<file path="src/rtl/cpu_pkg.sv">
// Shared CPU definitions for the fetch stage.
//   fetch_state_t : fetch FSM states (RUN, HALT)
//   if_id_t       : IF/ID pipeline register contents
//   INSTR_NOP     : instruction word shown while IF/ID holds a bubble
//   ADDR_W        : byte-address width
//   pc_in_range   : aligned and whole word inside the ROM, without wrap
package cpu_pkg;

    localparam int          ADDR_W    = 64;
    localparam logic [31:0] INSTR_NOP = 32'h0;

    typedef enum logic {
        RUN  = 1'b0,
        HALT = 1'b1
    } fetch_state_t;

    typedef struct packed {
        logic [31:0]       instr;
        logic [ADDR_W-1:0] pc;
        logic [ADDR_W-1:0] pc_plus4;
        logic              valid;
    } if_id_t;

    // pc + 3 < imem_size is rewritten as pc < imem_size - 3 so that a PC near
    // 2^64 cannot wrap around and look in range. imem_size > 4 keeps the
    // subtraction positive.
    function automatic logic pc_in_range(input logic [ADDR_W-1:0] pc,
                                         input logic [ADDR_W-1:0] imem_size);
        return (pc[1:0] == 2'b00) && (pc < (imem_size - ADDR_W'(3)));
    endfunction

endpackage

</file>
<file path="src/rtl/fetch_stage_if.sv">
// Instruction ROM port of the fetch stage.
//   imem_address     : byte address presented to the ROM (copy of the PC)
//   imem_instruction : word returned combinationally by the ROM
// master = fetch stage, slave = ROM.
interface fetch_stage_if;
    import cpu_pkg::*;

    logic [ADDR_W-1:0] imem_address;
    logic [31:0]       imem_instruction;

    modport master (output imem_address, input  imem_instruction);
    modport slave  (input  imem_address, output imem_instruction);

endinterface

</file>
<file path="src/rtl/fetch_stage_pc_reg.sv">
// Program-counter register.
//   clk, reset : clock, synchronous active-high reset to RESET_PC
//   load_en    : load load_value on this edge
//   load_value : next PC chosen by the fetch stage
//   pc         : current PC
module pc_reg
    import cpu_pkg::*;
#(
    parameter logic [ADDR_W-1:0] RESET_PC = '0
) (
    input  logic              clk,
    input  logic              reset,
    input  logic              load_en,
    input  logic [ADDR_W-1:0] load_value,
    output logic [ADDR_W-1:0] pc
);

    // NOTE: sequential state uses non-blocking assignments only.
    always_ff @(posedge clk) begin
        if (reset) begin
            pc <= RESET_PC;
        end else if (load_en) begin
            pc <= load_value;
        end
    end

endmodule

</file>
<file path="src/rtl/fetch_stage.sv">
// Instruction-fetch stage: owns the PC, addresses the ROM and captures the
// returned word into the IF/ID register.
//   clk, reset        : clock, synchronous active-high reset
//   stall             : hold PC, IF/ID and fetch_count
//   redirect          : load redirect_pc (word aligned) and flush IF/ID
//   redirect_pc       : branch target byte address
//   imem              : ROM port (address out, instruction in)
//   if_id_instr/pc/pc_plus4/valid : IF/ID register
//   halted            : fetch stopped because the PC left the ROM
//   fetch_count       : valid instructions captured since reset (wraps)
module fetch_stage
    import cpu_pkg::*;
#(
    parameter logic [ADDR_W-1:0] RESET_PC  = 64'd0,
    parameter int unsigned       IMEM_SIZE = 1024
) (
    input  logic              clk,
    input  logic              reset,
    input  logic              stall,
    input  logic              redirect,
    input  logic [ADDR_W-1:0] redirect_pc,
    fetch_stage_if.master     imem,
    output logic [31:0]       if_id_instr,
    output logic [ADDR_W-1:0] if_id_pc,
    output logic [ADDR_W-1:0] if_id_pc_plus4,
    output logic              if_id_valid,
    output logic              halted,
    output logic [31:0]       fetch_count
);

    localparam logic [ADDR_W-1:0] IMEM_BYTES = ADDR_W'(IMEM_SIZE);

    fetch_state_t      state;
    if_id_t            if_id;
    logic [ADDR_W-1:0] pc;
    logic [ADDR_W-1:0] pc_plus4;
    logic [ADDR_W-1:0] redirect_target;
    logic              pc_ok;
    logic              target_ok;
    logic              pc_load_en;
    logic [ADDR_W-1:0] pc_load_value;

    assign pc_plus4        = pc + ADDR_W'(4);
    assign redirect_target = redirect_pc & ~ADDR_W'(3);
    assign pc_ok           = pc_in_range(pc, IMEM_BYTES);
    assign target_ok       = pc_in_range(redirect_target, IMEM_BYTES);

    // Next-PC select; reset is applied inside pc_reg and overrides this.
    // NOTE: every always_comb output gets a default first so no latch forms.
    always_comb begin
        pc_load_en    = 1'b0;
        pc_load_value = pc_plus4;
        if (redirect) begin
            pc_load_en    = 1'b1;
            pc_load_value = redirect_target;
        end else if (!stall && state == RUN && pc_ok) begin
            pc_load_en = 1'b1;
        end
    end

    pc_reg #(
        .RESET_PC (RESET_PC)
    ) u_pc_reg (
        .clk        (clk),
        .reset      (reset),
        .load_en    (pc_load_en),
        .load_value (pc_load_value),
        .pc         (pc)
    );

    // FSM, IF/ID register and fetch counter. Priority: reset > redirect >
    // stall > normal fetch.
    always_ff @(posedge clk) begin
        if (reset) begin
            state       <= RUN;
            if_id       <= '0;
            fetch_count <= '0;
        end else if (redirect) begin
            // Flush: the slot after a redirect is always a bubble.
            if_id.valid <= 1'b0;
            if_id.instr <= INSTR_NOP;
            state       <= target_ok ? RUN : HALT;
        end else if (!stall) begin
            case (state)
                RUN: begin
                    if (pc_ok) begin
                        if_id.instr    <= imem.imem_instruction;
                        if_id.pc       <= pc;
                        if_id.pc_plus4 <= pc_plus4;
                        if_id.valid    <= 1'b1;
                        fetch_count    <= fetch_count + 32'd1;
                    end else begin
                        if_id.valid <= 1'b0;
                        if_id.instr <= INSTR_NOP;
                        state       <= HALT;
                    end
                end
                HALT: begin
                    if_id.valid <= 1'b0;
                    if_id.instr <= INSTR_NOP;
                end
                default: state <= HALT;
            endcase
        end
    end

    assign imem.imem_address = pc;
    assign if_id_instr       = if_id.instr;
    assign if_id_pc          = if_id.pc;
    assign if_id_pc_plus4    = if_id.pc_plus4;
    assign if_id_valid       = if_id.valid;
    assign halted            = (state == HALT);

endmodule

</file>
<file path="src/flat_wrapper.sv">
// flat-port wrapper written by rule: the top's interface ports become plain ports
module fetch_stage_flat import cpu_pkg::*;
#(
    parameter logic [ADDR_W-1:0] RESET_PC  = 64'd0,
    parameter int unsigned       IMEM_SIZE = 1024
)
  (clk, reset, stall, redirect, redirect_pc, if_id_instr, if_id_pc, if_id_pc_plus4, if_id_valid, halted, fetch_count, imem_imem_address, imem_imem_instruction);
  fetch_stage_if imem_i ();
  input  logic clk;
  input  logic reset;
  input  logic stall;
  input  logic redirect;
  input  logic [ADDR_W-1:0] redirect_pc;
  output logic [31:0] if_id_instr;
  output logic [ADDR_W-1:0] if_id_pc;
  output logic [ADDR_W-1:0] if_id_pc_plus4;
  output logic if_id_valid;
  output logic halted;
  output logic [31:0] fetch_count;
  output wire logic [$bits(imem_i.imem_address)-1:0] imem_imem_address;
  input wire logic [$bits(imem_i.imem_instruction)-1:0] imem_imem_instruction;
  assign imem_imem_address = imem_i.imem_address;
  assign imem_i.imem_instruction = imem_imem_instruction;
  fetch_stage #(.RESET_PC(RESET_PC), .IMEM_SIZE(IMEM_SIZE)) u_core (.clk(clk), .reset(reset), .stall(stall), .redirect(redirect), .redirect_pc(redirect_pc), .imem(imem_i), .if_id_instr(if_id_instr), .if_id_pc(if_id_pc), .if_id_pc_plus4(if_id_pc_plus4), .if_id_valid(if_id_valid), .halted(halted), .fetch_count(fetch_count));
endmodule
</file>
<file path="config.mk">
export PLATFORM = sky130hd
export DESIGN_NAME = fetch_stage_flat
export DESIGN_NICKNAME = d
export VERILOG_FILES = /design/src/rtl/cpu_pkg.sv /design/src/rtl/fetch_stage_if.sv /design/src/rtl/fetch_stage_pc_reg.sv /design/src/rtl/fetch_stage.sv /design/src/flat_wrapper.sv
export SDC_FILE = /design/constraint.sdc
export NUM_CORES = 1
export LEC_CHECK = 0
export CORE_AREA = 5 5 137 139
export DETAILED_ROUTE_END_ITERATION = 6
export DIE_AREA = 0 0 142 144
export DONT_BUFFER_PORTS = 1
export GPL_ROUTABILITY_DRIVEN = 0
export PLACE_DENSITY = 0.74
export SKIP_LAST_GASP = 1
export SYNTH_ARGS = -nofsm -noshare
export SYNTH_HDL_FRONTEND = slang
export SYNTH_SLANG_ARGS = --single-unit
</file>
<file path="constraint.sdc">
create_clock -name clk -period 2.4 [get_ports clk]
set_input_delay 0.36 -clock clk [delete_from_list [all_inputs] [get_ports clk]]
set_output_delay 0.36 -clock clk [all_outputs]
set_load 0.01 [all_outputs]
</file>
==> key figures <==
Status
  • Outcome: complete, but fails checks
  • Failing checks: negative setup slack

STA
  • Clk_skew: 12.8 ps
  • Max Slew Vio Count: 0
  • Unrepaired setup endpoints after global routing: true
  • Final hold vios: 0
  • Achievable Freq: 0.411 GHz
  • Worst setup margin: -33.6 ps
  • Worst slew margin: 0.574
  • Final Critical Period: 2430 ps
  • Final Cycle Share: 1.01
  • Worst-margin pin slew: 638 ps
  • Endpoints failing setup: 3
  • Minimum hold slack: 18.5 ps

Detailed routing
  • DRC viols: 0
  • Avg WL per Cell: 20.2 um
  • Drt first pass iters: 5
  • DR vias/cell: 5.59
  • Total vias in the final route: 7151
  • Drt first-iter violations: 441
  • Detail Route Antenna Nets: 0
  • Total Wirelength: 25800 um

Synth
  • Gate Count Post-Synth: 893
  • EDFF count, synth: 0
  • Ys async rst share: 0
  • Mapped Area: 0.00879 mm^2
  • Register area share after synthesis: 0.574
  • Post-synth cell types: 39
  • YS warnings: 0
  • Seq cells post-synth: 252
  • Post-Syn Area per Cell: 9.85 um^2
  • Top FF cell, synth: dfxtp_1

CTS
  • H-tree Lvls: 1
  • Clk_lat worst skew: 510 ps
  • Root buf cell: clkbuf_16
  • TritonCTS clock tree: yes
  • CTS clk-pin slew, worst paths: 60 ps
  • CTS sink cnt: 252
  • Total CTS buffers: 25
  • Clock buffer depth: 3

Die
  • Num ports: 358
  • Die Wd: 142 um
  • Placeable Area: 0.0175 mm^2
  • Die H: 144 um
  • # rows: 49
  • Initial core utilization: 0.501
  • Die footprint: 0.0204 mm^2

Critical path
  • Critical Path AT: 2860 ps
  • Start point of the critical path: u_core.u_pc_reg.pc[47]$_SDFFE_PP0P_
  • Crit Path Max Fanout: 22
  • Critical R2R Launch: u_core.u_pc_reg.pc[47]$_SDFFE_PP0P_
  • CP Data Required Time: 2820 ps
  • Crit-path cells: nor4_2, buf_4, nand4_1, or4_4, or4_1, a21oi_1
  • CP max-delay cell: or4_4
  • Worst Path Buf+Inv: 1
  • CP endpoint kind: flop
  • Crit-path leading delay family: simple AND/OR/NAND/NOR gates
  • CP Launch Type: flop
  • Kind of critical path: flop to flop
  • Crit-path max cell delay: 720 ps

Placed design
  • Placed insts: 1149
  • Post-DP HPWL: 17100 um
  • Dpl cell area: 0.00951 mm^2
  • Port Buffer Count: 0

Pwr
  • Sequential Power Share: 0.501
  • Net Sw Frac: 0.223
  • Clock power frac: 0.441
  • Cell-internal power: 6680 uW
  • Part of the power in combinational logic: 0.058
  • Power per standard cell area: 761 mW/mm^2
  • Lkg Pwr: 0.00447 uW
  • P_sw: 1920 uW
  • Total Power: 8600 uW
  • Max IR drop VDD: 0.618 mV

Final layout
  • Final Cell Area: 0.0113 mm^2
  • # nets final: 1135
  • Final non-filler cell total: 1280
  • Antenna fix cells: 0
  • Area grow syn2layout: 28.6%
  • Share of layout cells above drive strength 1: 0.152

Job
  • Max-cap viol count: 0

GRT
  • First-pass GRT wire length: 38000 um
  • Initial antenna violation count: 0
  • Grt total ovfl: 0
  • Largest net degree at the start of global routing: 108
  • Vias in the first global route: 6971
  • All-layer global routing usage: 0.231

Min path
  • Hold path start: redirect_pc[6]
  • Hold Crit Class: input port to flop
-- synth_stat cells (2+ instances only) --
master,count,area [um^2]
a311oi_1,6,52.6
buf_1,3,11.3
buf_2,2,10.0
ha_1,2,25.0
a21oi_1,42,210
nand3_1,14,70.1
or3_1,16,100
and3_1,5,31.3
mux2i_1,53,531
a211oi_1,10,75.1
clkbuf_1,49,184
and2_1,109,682
dfxtp_1,252,5040
nand2_1,42,158
inv_1,6,22.5
nand4b_1,2,17.5
xor2_1,3,26.3
or2_2,2,12.5
nand2b_1,2,12.5
nor4_1,31,194
nor3_1,5,25.0
buf_4,6,45.0
nand4_1,21,131
nor2_1,112,420
or4_1,18,135
xnor2_1,6,52.6
a22oi_1,32,240
o31ai_1,15,113
o21ai_0,17,85.1
-- routing by layer --
layer  vias up  part of all wire  GRT usage
met1      3356              0.38      0.276
met5         -                 0          0
met4         0             0.037     0.0914
met3        62              0.12     0.0946
li1       3382                 -          -
met2       351              0.46      0.374
-- final timing paths --
path	endpoint	slack, ps	cells past startpoint
hold reg to reg	u_core.if_id_pc[3]$_SDFFE_PP0P_	500	2
hold / removal	u_core.u_pc_reg.pc[6]$_SDFFE_PP0P_	20	2
setup reg to reg	u_core.fetch_count[6]$_SDFFE_PP0P_	-30	6
setup / recovery	u_core.fetch_count[6]$_SDFFE_PP0P_	-30	6
-- through the flow --
step,worst slack [ps],setup TNS (ps),util
CTS,0.00244,0,0.636
finish,-33.6,-38.6,0.645
global placement,-31.3,-170,0.542
global route,-101,-8230,0.645
detailed placement,-110,-880,0.542
floorplan,185,0,-
-- area by class of cell --
cell class / instances / area, um^2
inverters: 7 / 26.3
multi-input cells: 578 / 3590
flip-flops and latches: 252 / 5040
fillers: 1410 / 6230
well taps: 229 / 287
clock inverters: 15 / 126
clock buffers: 30 / 684
repair buffers: 169 / 1540
-- logic make-up (layout without fill, tap and decap cells) --
family	count (synthesis)	in the layout	synth area share
and+or+nand+nor	381	381	0.228
DFF	252	252	0.574
AOI/OAI and AO/OA	126	126	0.0919
buffers and inverters	68	221	0.0327
muxes	54	54	0.0616
xor gates and xnor gates	9	9	0.00896
adders and majority gates	2	2	0.00285
other	1	6	0.000426
-- worst register-to-register path, cell delays in order (launching register included) --
cell and delay [ps]:
dfxtp_1 340, nor4_2 280, buf_4 160, nand4_1 140, or4_4 720, or4_1 550
a21oi_1 170
-- power by group through the flow --
| stage | Sequential, uW | Combinational (uW) | Clock [uW] |
|---|---|---|---|
| floorplan | 4420 | 224 | 0 |
| global placement | 4390 | 344 | 0 |
| detailed placement | 4400 | 351 | 0 |
| CTS | 4300 | 483 | 3860 |
| global route | 4320 | 540 | 4060 |
| finish | 4310 | 500 | 3790 |
-- cells in the final DEF (no fill, tap or decap), types with 12 or more instances in the layout --
cell / n
or4_1: 13
clkbuf_16: 26
o21ai_0: 16
nor2_1: 111
nand4_1: 21
dfxtp_1: 252
nor4_1: 19
or3_1: 16
nand2_1: 42
buf_4: 85
a21oi_1: 40
mux2i_1: 53
a22oi_1: 32
o31ai_1: 15
nand3_1: 14
dlygate4sd3_1: 78
nor4_2: 12
and2_1: 109
-- repair_timing --
item	CTS	global route
setup buffers	1	6
endpoints found under the hold margin	135	1
hold buffers	78	1
endpoints found under the setup margin	19	146
pin swaps	2	11
gates resized for setup	7	16
cloned	0	1
Note: power is estimated with default switching activity, not from simulation.
